$ cat src/rtl/io_model_pkg.sv
// Shared definitions for the I/O model library.
// Holds the deserializer FSM states and the legal word-width range.
package io_model_pkg;

    localparam int WIDTH_MIN = 3;
    localparam int WIDTH_MAX = 10;

    typedef enum logic [1:0] {
        IDLE,
        RUN,
        SLIP_LOCK
    } ser_state_t;

endpackage

$ cat src/rtl/i_deserializer.sv
// SDR serial-to-parallel input converter, MSB first.
// Bitslip moves the word boundary one bit later per accepted request.
module i_deserializer
    import io_model_pkg::*;
#(
    parameter int WIDTH = 4
) (
    input  logic             CLK,
    input  logic             RST,
    input  logic             EN,
    input  logic             D,
    input  logic             BITSLIP_ADJ,
    output logic [WIDTH-1:0] Q,
    output logic             DATA_VALID,
    output logic             SLIP_BUSY
);

    localparam int CW = $clog2(WIDTH);
    localparam logic [CW-1:0] LAST = CW'(WIDTH - 1);

    generate
        if (WIDTH < WIDTH_MIN || WIDTH > WIDTH_MAX) begin : g_bad_width
            $error("i_deserializer: WIDTH %0d outside %0d..%0d",
                   WIDTH, WIDTH_MIN, WIDTH_MAX);
        end
    endgenerate

    ser_state_t       state;
    ser_state_t       state_nx;
    logic [WIDTH-1:0] sr;
    logic [WIDTH-1:0] sr_nx;
    logic [WIDTH-1:0] q_nx;
    logic [CW-1:0]    cnt;
    logic [CW-1:0]    cnt_nx;
    logic             dv_nx;
    logic             busy_nx;
    logic             slip;
    logic             done;

    // State register
    always_ff @(posedge CLK or posedge RST) begin
        if (RST) begin
            state <= IDLE;
        end else begin
            state <= state_nx;
        end
    end

    // Next state and datapath: shift, count, slip, word completion
    always_comb begin
        state_nx = state;
        sr_nx    = sr;
        cnt_nx   = cnt;
        q_nx     = Q;
        dv_nx    = 1'b0;
        busy_nx  = SLIP_BUSY;
        slip     = 1'b0;
        done     = 1'b0;
        if (!EN) begin
            state_nx = IDLE;
            sr_nx    = '0;
            cnt_nx   = '0;
            busy_nx  = 1'b0;
        end else begin
            sr_nx = {sr[WIDTH-2:0], D};
            slip  = BITSLIP_ADJ && (state != SLIP_LOCK);
            done  = !slip && (cnt == LAST);
            if (slip) begin
                state_nx = SLIP_LOCK;
                busy_nx  = 1'b1;
            end else if (done) begin
                state_nx = RUN;
                q_nx     = sr_nx;
                dv_nx    = 1'b1;
                cnt_nx   = '0;
                busy_nx  = 1'b0;
            end else begin
                cnt_nx = cnt + 1'b1;
                if (state == IDLE) begin
                    state_nx = RUN;
                end
            end
        end
    end

    // Datapath registers
    always_ff @(posedge CLK or posedge RST) begin
        if (RST) begin
            sr         <= '0;
            cnt        <= '0;
            Q          <= '0;
            DATA_VALID <= 1'b0;
            SLIP_BUSY  <= 1'b0;
        end else begin
            sr         <= sr_nx;
            cnt        <= cnt_nx;
            Q          <= q_nx;
            DATA_VALID <= dv_nx;
            SLIP_BUSY  <= busy_nx;
        end
    end

endmodule
$ cat config.mk
export PLATFORM = sky130hd
export DESIGN_NAME = i_deserializer
export DESIGN_NICKNAME = d
export VERILOG_FILES = /design/src/rtl/io_model_pkg.sv /design/src/rtl/i_deserializer.sv
export SDC_FILE = /design/constraint.sdc
export NUM_CORES = 1
export LEC_CHECK = 0
export ABC_AREA = 1
export BUFFER_PORTS_ARGS = -buffer_cell sky130_fd_sc_hd__buf_4
export CAP_MARGIN = 25
export CORE_AREA = 2 2 39 41
export DETAILED_ROUTE_END_ITERATION = 12
export DIE_AREA = 0 0 41 43
export PLACE_DENSITY = 0.6
export SLEW_MARGIN = 20
export SYNTH_ARGS = -nofsm -noshare
export SYNTH_HDL_FRONTEND = slang
export SYNTH_SLANG_ARGS = --single-unit
$ cat constraint.sdc
create_clock -name CLK -period 1.1 [get_ports CLK]
set_clock_uncertainty 0.1 [all_clocks]
set_input_delay 0.165 -clock CLK [delete_from_list [all_inputs] [get_ports CLK]]
set_output_delay 0.165 -clock CLK [all_outputs]
set_load 0.01 [all_outputs]
==> results.tsv, run 1 <==
stage	metric	value	unit
logic_synthesis	synth_area	537	µm²
setup_path	worst-r2r-cell-count	6	
setup_path	cp.buffers_inverters	1	
floorplan	coreArea	1380	µm²
setup_path	crit_slowest_cell	dfrtp_1	
cells_and_area	final.fill_count	127	
logic_synthesis	synth_nets	60	
grt	grt_pass1_vias	352	
floorplan	die_h	43	µm
logic_synthesis	ys_seq_area_share	60.6	%
routing	viasPerCell	4.59	
setup_path	critPathLaunch	Q[2]$_DFFE_PP0P_	
place	gp_congestion	0.667	
setup_path	cp-end-kind	output port	
place	portBuffers	10	
clock_network	cts_tree	built	
setup_path	crit_type	reg -> out	
logic_synthesis	synth_area_leaders	dfrtp_1 61%, nand2_1 13%, nand4_1 7.0%	
place	dp_hpwl	598	µm
sta	drv_slew	0	
cells_and_area	area_growth	38.2	%
logic_synthesis	yosysUniqueCellTypes	11	
sta	relSlewSlack	68.0	%
grt	overflow	0	
sta	hold_viol	0	
setup_path	crit_required	830	ps
logic_synthesis	yosysTopAreaCell	dfrtp_1	
setup_path	crit_path_max_fanout	2	
setup_path	slowest_delay	380	ps
clock_network	cts_buffers	3	
routing	first_pass_iters	4	
setup_path	critPathCapture	Q[2]	
setup_path	crit_family	flip-flops	
sta	max_clock_freq	942	MHz
cells_and_area	layout_commonest_cell	nand2_1	
floorplan	std_cell_rows	14	
routing	vias	413	
routing	wl	967	µm
cells_and_area	final_cell_mix	18 x nand2_1, 13 x dfrtp_1, 11 x buf_4	
sta	finalSetupTns	0	ps
sta	rsz0062_at_grt	yes	
logic_synthesis	syn_area_per_cell	9.94	µm²
clock_network	clock-sinks	13	
logic_synthesis	netlist_instances	54	
hold_path	min-delay-start	EN	
grt	grt_start_max_net_pins	15	
floorplan	die_area	1760	µm²
clock_network	ctsLongestPathBuffers	2	
clock_network	htreeDepth	1	
grt	grtUsageTotal	13.6	%
sta	worst_slew_pin_slew	480	ps
grt	grt_pass1_wl	1.52	mm
logic_synthesis	yosys.area.top_type_share	60.6	%
setup_path	reg2reg_slack	70	ps
setup_path	cp-start-kind	flop	
power	p_leak	0.420	nW
hold_path	min_path_type	in -> reg	
cells_and_area	multi_input_area	204	µm²
sta	fin_crit_sh	96.5	%
sta	setup_viol	0	
cells_and_area	diodes	0	
outcome	status	complete, no violations	
grt	antenna_found_initial	0	
sta	worst_hold_slack	92.5	ps
cells_and_area	drive_gt1_share	32.4	%
setup_path	reg2reg_from	state[0]$_DFFE_PP0P_	
floorplan	initial_core_util	38.8	%
power	ir_drop	841	µV
clock_network	clock_latency	270	ps
routing	drtIter0Drc	13	
cells_and_area	nets	81	
floorplan	die_w	41	µm
sta	min_period	1060	ps
setup_path	cp.arrival	800	ps
run	maxCapViolations	0	
routing	route.detailed.wl_per_inst	10.7	µm
sta	setup_ws	38.6	ps
logic_synthesis	yosysWarnings	0	
clock_network	ctsRootBufferMaster	clkbuf_4	
setup_path	crit_chain	buf_4	
floorplan	io_pins	11	
routing	final_antenna_net_count	0	
setup_path	reg2reg_to	Q[1]$_DFFE_PP0P_	
setup_path	path_depth	1	
routing	drcViolationCount	0	
logic_synthesis	ys_ff_latch	13	
clock_network	cts.reportedPaths.clkPinSlew	80	ps
place	post-place-ws	-32.9	ps
cells_and_area	seqCellArea	325	µm²
power	power.density	1450	nW/µm²
## where the power goes
group | internal [W] | switching [W]
clock network | 0.000140 | 0.000150
logic | 0.000120 | 0.000106
registers | 0.000527 | 0.0000338
total | 0.000787 | 0.000290
## sequential cells by signal (all words and copies together) (netlist names)
register	count
Q	4
SLIP_BUSY	1
DATA_VALID	1
sr	3
cnt	2
state	2
## routing by layer
layer  GRT usage (%)  routed length (µm)
met2            16.6                 471
met5               0                   0
met3            4.71                  39
met4            12.0                  14
met1            18.0                 442
## worst min-delay path: stages
cell and delay, ps:
buf_4 170, nand2_1 70, inv_1 30
## how the worst min path moves through the flow
stage / slack (ps) / cells after the start / end
6_report: 90 / 3 / sr[1]$_DFF_PP0_
2_1_floorplan: -60 / 1 / DATA_VALID$_DFF_PP0_
4_1_cts: 70 / 3 / sr[2]$_DFF_PP0_
3_3_place_gp: 120 / 2 / state[0]$_DFFE_PP0P_
3_5_place_dp: 130 / 2 / state[0]$_DFFE_PP0P_
5_1_grt: 90 / 3 / sr[2]$_DFF_PP0_
## through the flow
| step | area (µm²) | util, % | total power (W) | std cells |
|---|---|---|---|---|
| after floorplan | 537 | - | 0.000655 | 54 |
| after global placement | 636 | 45.9 | 0.000737 | 81 |
| after detailed placement | 636 | 45.9 | 0.000740 | 81 |
| after CTS | 689 | 49.8 | 0.00106 | 87 |
| after global routing | 742 | 53.6 | 0.00115 | 90 |
| final | 742 | 53.6 | 0.00108 | 90 |
## cells in the mapped netlist, drive strengths merged
master	n
nand2	20
dfrtp	13
inv	7
nand4	6
nand3	4
buf	1
clkinv	1
ha	1
nand3b	1
## cell type report
cell class	count	share of cell area (%)
Clock buffer	4	3.54
Inverter	8	4.05
Multi-Input combinational cell	33	27.5
Sequential cell	13	43.8
Tap cell	16	2.70
Timing Repair Buffer	16	18.4
## kinds of logic after synthesis
kind of cell | Yosys count | share of synthesized area [%]
adder cells (fa/ha/maj) | 1 | 2.33
buffers and inverters | 9 | 7.69
flip-flops | 13 | 60.6
AND/OR/NAND/NOR | 31 | 29.4
## what timing repair did
| item | in CTS | in global routing |
|---|---|---|
| cloned | 0 | 1 |
| gates resized for setup | 2 | 7 |
| endpoints found under the setup margin | 6 | 12 |
| hold buffers | 2 | 0 |
| buffers inserted | 0 | 2 |
| pin swaps | 0 | 1 |
| endpoints found under the hold margin | 14 | 0 |
Note: power is estimated with default switching activity, not from simulation.
==> run 2: changes to the inputs <==
==> constraint.sdc (replaced) <==
create_clock -name CLK -period 1.1 [get_ports CLK]
set_clock_uncertainty 0.1 [all_clocks]
set_input_delay 0.165 -clock CLK [delete_from_list [all_inputs] [get_ports CLK]]
set_output_delay 0.165 -clock CLK [all_outputs]
set_load 0.1 [all_outputs]
==> results.tsv, run 2 (same netlist as run 1, synthesis figures left out) <==
stage	metric	value	unit
outcome	violations	negative setup slack	
grt	grt_pass1_wl	1.59	mm
routing	drcViolationCount	0	
power	p_switching	0.000494	W
place	gp_congestion	0.690	
clock_network	ctsRootBufferMaster	clkbuf_4	
grt	overflow	0	
cells_and_area	final.fill_count	125	
outcome	status	finished, violations left	
setup_path	crit_chain	buf_12	
sta	worst_hold_slack	14.9	ps
setup_path	path_depth	1	
setup_path	crit_slowest_cell	dfrtp_2	
clock_network	clock_latency	260	ps
clock_network	ctsLongestPathBuffers	2	
grt	grt_pass1_vias	410	
cells_and_area	diodes	0	
power	p_leak	0.404	nW
clock_network	cts_buffers	3	
sta	relSlewSlack	66.5	%
routing	route.detailed.wl_per_inst	11.3	µm
cells_and_area	final_cell_mix	18 x nand2_1, 7 x dfrtp_1, 6 x dfrtp_2, 6 x inv_1, 6 x nand4_1	
routing	vias	399	
grt	grtUsageTotal	12.8	%
routing	wl	970	µm
cells_and_area	drive_gt1_share	38.6	%
place	dp_hpwl	676	µm
setup_path	cp.arrival	870	ps
floorplan	coreArea	1380	µm²
clock_network	htreeDepth	1	
floorplan	io_pins	11	
cells_and_area	area_growth	43.8	%
cells_and_area	reg.largest.list	Q: 4 flops, sr: 3 flops	
sta	max_clock_freq	884	MHz
hold_path	min_path_type	in -> reg	
setup_path	cp.buffers_inverters	1	
run	maxCapViolations	0	
floorplan	die_area	1760	µm²
grt	antenna_found_initial	0	
power	power.density	1720	nW/µm²
floorplan	initial_core_util	38.8	%
routing	viasPerCell	4.64	
sta	worst_slew_pin_slew	501	ps
setup_path	crit_required	830	ps
routing	first_pass_iters	4	
power	p_sw_share	37.2	%
sta	drv_slew	0	
clock_network	cts.reportedPaths.clkPinSlew	70	ps
power	p_comb_share	34.9	%
setup_path	worst-r2r-cell-count	6	
grt	grt_start_max_net_pins	15	
power	p_int	0.000832	W
clock_network	clock-sinks	13	
power	power	0.00133	W
place	portBuffers	10	
cells_and_area	largest_reg_flops	4	
cells_and_area	layout_commonest_cell	nand2_1	
setup_path	critPathLaunch	Q[1]$_DFFE_PP0P_	
setup_path	slowest_delay	430	ps
cells_and_area	nets	77	
setup_path	cp-start-kind	flop	
clock_network	cts_tree	built	
setup_path	reg2reg_to	Q[2]$_DFFE_PP0P_	
setup_path	crit_family	flip-flops	
power	ir_drop	709	µV
cells_and_area	regMostFlops	Q	
setup_path	crit_type	reg -> out	
cells_and_area	fin_area	772	µm²
setup_path	reg2reg_slack	60	ps
setup_path	reg2reg_from	state[0]$_DFFE_PP0P_	
floorplan	die_h	43	µm
sta	rsz0062_at_grt	yes	
sta	fin_crit_sh	103	%
sta	finalSetupTns	-142	ps
sta	setup_viol	6	
power	pwr-share-clk	21.3	%
power	power.share.sequential	43.8	%
setup_path	critPathCapture	Q[1]	
floorplan	die_w	41	µm
setup_path	crit_path_max_fanout	2	
floorplan	std_cell_rows	14	
place	postPlaceCellArea	636	µm²
clock_network	post_cts_buffers	0	
routing	drtIter0Drc	12	
routing	final_antenna_net_count	0	
sta	hold_viol	0	
setup_path	cp-end-kind	output port	
sta	setup_ws	-30.8	ps
cells_and_area	post-route-util	55.8	%
sta	min_period	1130	ps
-- run 2: cell count changes in the layout (fill, tap and decap cells not counted) --
cell	delta
buf_12	+5
buf_4	-6
buf_6	-2
dfrtp_1	-6
dfrtp_2	+6
dlygate4sd3_1	-1
-- run 2: area by class of cell --
class | instances | area [µm²] | area share [%]
tap | 16 | 20.0 | 2.59
clock buffer | 4 | 26.3 | 3.40
sequential | 13 | 333 | 43.1
inverter | 8 | 30.0 | 3.89
timing repair buffer | 12 | 159 | 20.6
multi-input combinational | 33 | 204 | 26.4
-- run 2: timing repair --
item / in CTS / in global routing
cloned: 0 / 1
pin swaps: 0 / 2
endpoints found under the setup margin: 12 / 14
hold buffers: 1 / 0
endpoints found under the hold margin: 13 / 0
resized for setup: 8 / 14
-- run 2: power by group through the flow --
stage                     clock, W  combinational (W)  sequential, W
final                     0.000283           0.000463       0.000581
after global routing      0.000320           0.000488       0.000586
after CTS                 0.000296           0.000405       0.000564
after detailed placement         0           0.000378       0.000568
after global placement           0           0.000375       0.000567
after floorplan                  0          0.0000819       0.000776
-- run 2: stage by stage --
stage | setup slack [ps] | instances
3_3_place_gp | -16.9 | 80
3_5_place_dp | -19.8 | 80
2_1_floorplan | 48.3 | 54
4_1_cts | -36.8 | 85
6_report | -30.8 | 86
5_1_grt | -59.8 | 86
-- run 2: how the worst min path moves through the flow --
stage,end,start,slack [ps],depth (start not counted)
after floorplan,cnt[0]$_DFFE_PP0N_,RST,-60,1
after CTS,sr[0]$_DFF_PP0_,D,10,3
after global placement,state[1]$_DFFE_PP0P_,RST,120,2
after detailed placement,state[1]$_DFFE_PP0P_,RST,130,2
final,sr[0]$_DFF_PP0_,D,10,3
after global routing,sr[0]$_DFF_PP0_,D,20,3
-- run 2: worst reg2reg max path, cell delays in order, from the launching register on --
cell,delay [ps]
dfrtp_1,380
inv_2,70
nand2_4,70
nand2_4,100
nand3_4,90
nand2_1,70
nand2_1,40
-- run 2: per-layer routing --
layer | vias to the layer above | part of all wire (%) | GRT usage (%)
met4 | 0 | 0 | 4.00
met2 | 4 | 49 | 18.4
li1 | 209 | - | -
met5 | - | 0 | 0
met3 | 0 | 2.3 | 3.14
met1 | 186 | 48 | 18.5
==> run 3: changes to the inputs <==
--- a/config.mk
+++ b/config.mk
@@ -12,6 +12,7 @@
 export DETAILED_ROUTE_END_ITERATION = 12
 export DIE_AREA = 0 0 41 43
 export PLACE_DENSITY = 0.6
+export SKIP_LAST_GASP = 1
 export SLEW_MARGIN = 20
 export SYNTH_ARGS = -nofsm -noshare
 export SYNTH_HDL_FRONTEND = slang
==> results.tsv, run 3 (same netlist as run 1, synthesis figures left out) <==
stage	metric	value	unit
outcome	status	finished, violations left	
outcome	violations	negative setup slack	
setup_path	crit_family	flip-flops	
grt	overflow	0	
clock_network	ctsRootBufferMaster	clkbuf_4	
power	pwr-share-clk	21.5	%
floorplan	die_area	1760	µm²
sta	fin_crit_sh	103	%
sta	hold_viol	0	
power	power.density	1720	nW/µm²
setup_path	reg2reg_from	state[0]$_DFFE_PP0P_	
grt	antenna_found_initial	0	
routing	viasPerCell	4.65	
setup_path	cp.buffers_inverters	1	
cells_and_area	largest_reg_flops	4	
clock_network	htreeDepth	1	
routing	wl	937	µm
power	p_leak	0.400	nW
cells_and_area	post-route-util	55.4	%
place	postPlaceCellArea	636	µm²
floorplan	std_cell_rows	14	
power	p_sw_share	37.1	%
routing	final_antenna_net_count	0	
sta	min_period	1130	ps
place	portBuffers	10	
setup_path	crit_required	830	ps
setup_path	reg2reg_to	Q[2]$_DFFE_PP0P_	
cells_and_area	diodes	0	
cells_and_area	nets	77	
routing	vias	400	
setup_path	crit_path_max_fanout	2	
cells_and_area	area_growth	42.9	%
floorplan	die_h	43	µm
hold_path	min_path_type	in -> reg	
grt	grt_pass1_vias	410	
floorplan	die_w	41	µm
hold_path	min-delay-start	D	
sta	drv_slew	0	
sta	max_clock_freq	884	MHz
grt	grt_pass1_wl	1.59	mm
setup_path	cp-start-kind	flop	
setup_path	crit_type	reg -> out	
routing	first_pass_iters	4	
sta	worst_slew_pin_slew	501	ps
power	p_int	0.000831	W
clock_network	cts_tree	built	
setup_path	crit_chain	buf_12	
cells_and_area	seqCellArea	333	µm²
setup_path	slowest_delay	430	ps
clock_network	clock_latency	260	ps
clock_network	cts.reportedPaths.clkPinSlew	70	ps
cells_and_area	reg.largest.list	Q: 4 flops, sr: 3 flops	
power	p_switching	0.000490	W
hold_path	hold_depth	3	
place	dp_hpwl	676	µm
setup_path	cp-end-kind	output port	
place	gp_congestion	0.690	
setup_path	crit_slowest_cell	dfrtp_2	
setup_path	cp.arrival	870	ps
sta	relSlewSlack	66.5	%
floorplan	coreArea	1380	µm²
power	p_comb_share	34.8	%
floorplan	io_pins	11	
grt	grtUsageTotal	12.8	%
power	ir_drop	710	µV
cells_and_area	final_cell_mix	18 x nand2_1, 7 x inv_1, 7 x dfrtp_1	
power	power.share.sequential	43.8	%
cells_and_area	drive_gt1_share	37.1	%
cells_and_area	final.fill_count	124	
clock_network	clock-sinks	13	
sta	worst_hold_slack	13.0	ps
cells_and_area	fin_area	767	µm²
clock_network	post_cts_buffers	0	
routing	route.detailed.wl_per_inst	10.9	µm
sta	setup_viol	6	
clock_network	ctsLongestPathBuffers	2	
clock_network	cts_buffers	3	
routing	drcViolationCount	0	
sta	setup_ws	-31.2	ps
floorplan	initial_core_util	38.8	%
grt	grt_start_max_net_pins	15	
routing	drtIter0Drc	12	
setup_path	worst-r2r-cell-count	6	
cells_and_area	regMostFlops	Q	
hold_path	worst_hold_path.endpoint	sr[0]$_DFF_PP0_	
cells_and_area	layout_commonest_cell	nand2_1	
sta	rsz0062_at_grt	yes	
run	maxCapViolations	0	
cells_and_area	multi_input_area	199	µm²
setup_path	reg2reg_slack	40	ps
## run 3: metrics by stage
| step | setup WS (ps) | instances | TNS [ps] | power (W) |
|---|---|---|---|---|
| final | -31.2 | 86 | -144 | 0.00132 |
| after global routing | -59.8 | 86 | -373 | 0.00139 |
| after CTS | -36.8 | 85 | -192 | 0.00126 |
| after detailed placement | -19.8 | 80 | -73.2 | 0.000946 |
| after global placement | -16.9 | 80 | -36.4 | 0.000942 |
| after floorplan | 48.3 | 54 | 0 | 0.000858 |
## run 3: area by class of cell
type                    count  area share (%)
well taps                  16            2.61
multi-input cells          33            25.9
repair buffers             12            20.7
clock buffers               4            3.43
inverters                   8            3.92
flip-flops and latches     13            43.4
## run 3: repair_timing
action / in CTS / in global routing
endpoints found under the setup margin: 12 / 14
gates resized for setup: 8 / 12
hold buffers: 1 / 0
endpoints found under the hold margin: 13 / 0
cloned: 0 / 1
pin swaps: 0 / 1
## run 3: worst max path at each step
stage                          start                    end  depth (start not counted)
2_1_floorplan     cnt[0]$_DFFE_PP0N_  SLIP_BUSY$_DFFE_PP0P_                          4
3_3_place_gp      cnt[0]$_DFFE_PP0N_       Q[2]$_DFFE_PP0P_                          4
3_5_place_dp      cnt[0]$_DFFE_PP0N_       Q[2]$_DFFE_PP0P_                          4
4_1_cts        SLIP_BUSY$_DFFE_PP0P_              SLIP_BUSY                          1
5_1_grt             Q[1]$_DFFE_PP0P_                   Q[1]                          1
6_report            Q[1]$_DFFE_PP0P_                   Q[1]                          1
## run 3: power by group through the flow
stage                     combinational, W  sequential, W  clock, W
after floorplan                  0.0000819       0.000776         0
after global placement            0.000375       0.000567         0
after detailed placement          0.000378       0.000568         0
after CTS                         0.000405       0.000564  0.000296
after global routing              0.000484       0.000583  0.000320
final                             0.000459       0.000578  0.000283
## run 3: metal layers
| metal | vias to the layer above | part of all wire (%) | global-route usage [%] | wire (µm) |
|---|---|---|---|---|
| met1 | 187 | 49 | 18.5 | 460 |
| li1 | 209 | - | - | - |
| met3 | 0 | 2.3 | 3.14 | 22 |
| met4 | 0 | 0 | 4.00 | 0 |
| met2 | 4 | 48 | 18.4 | 453 |
| met5 | - | 0 | 0 | 0 |
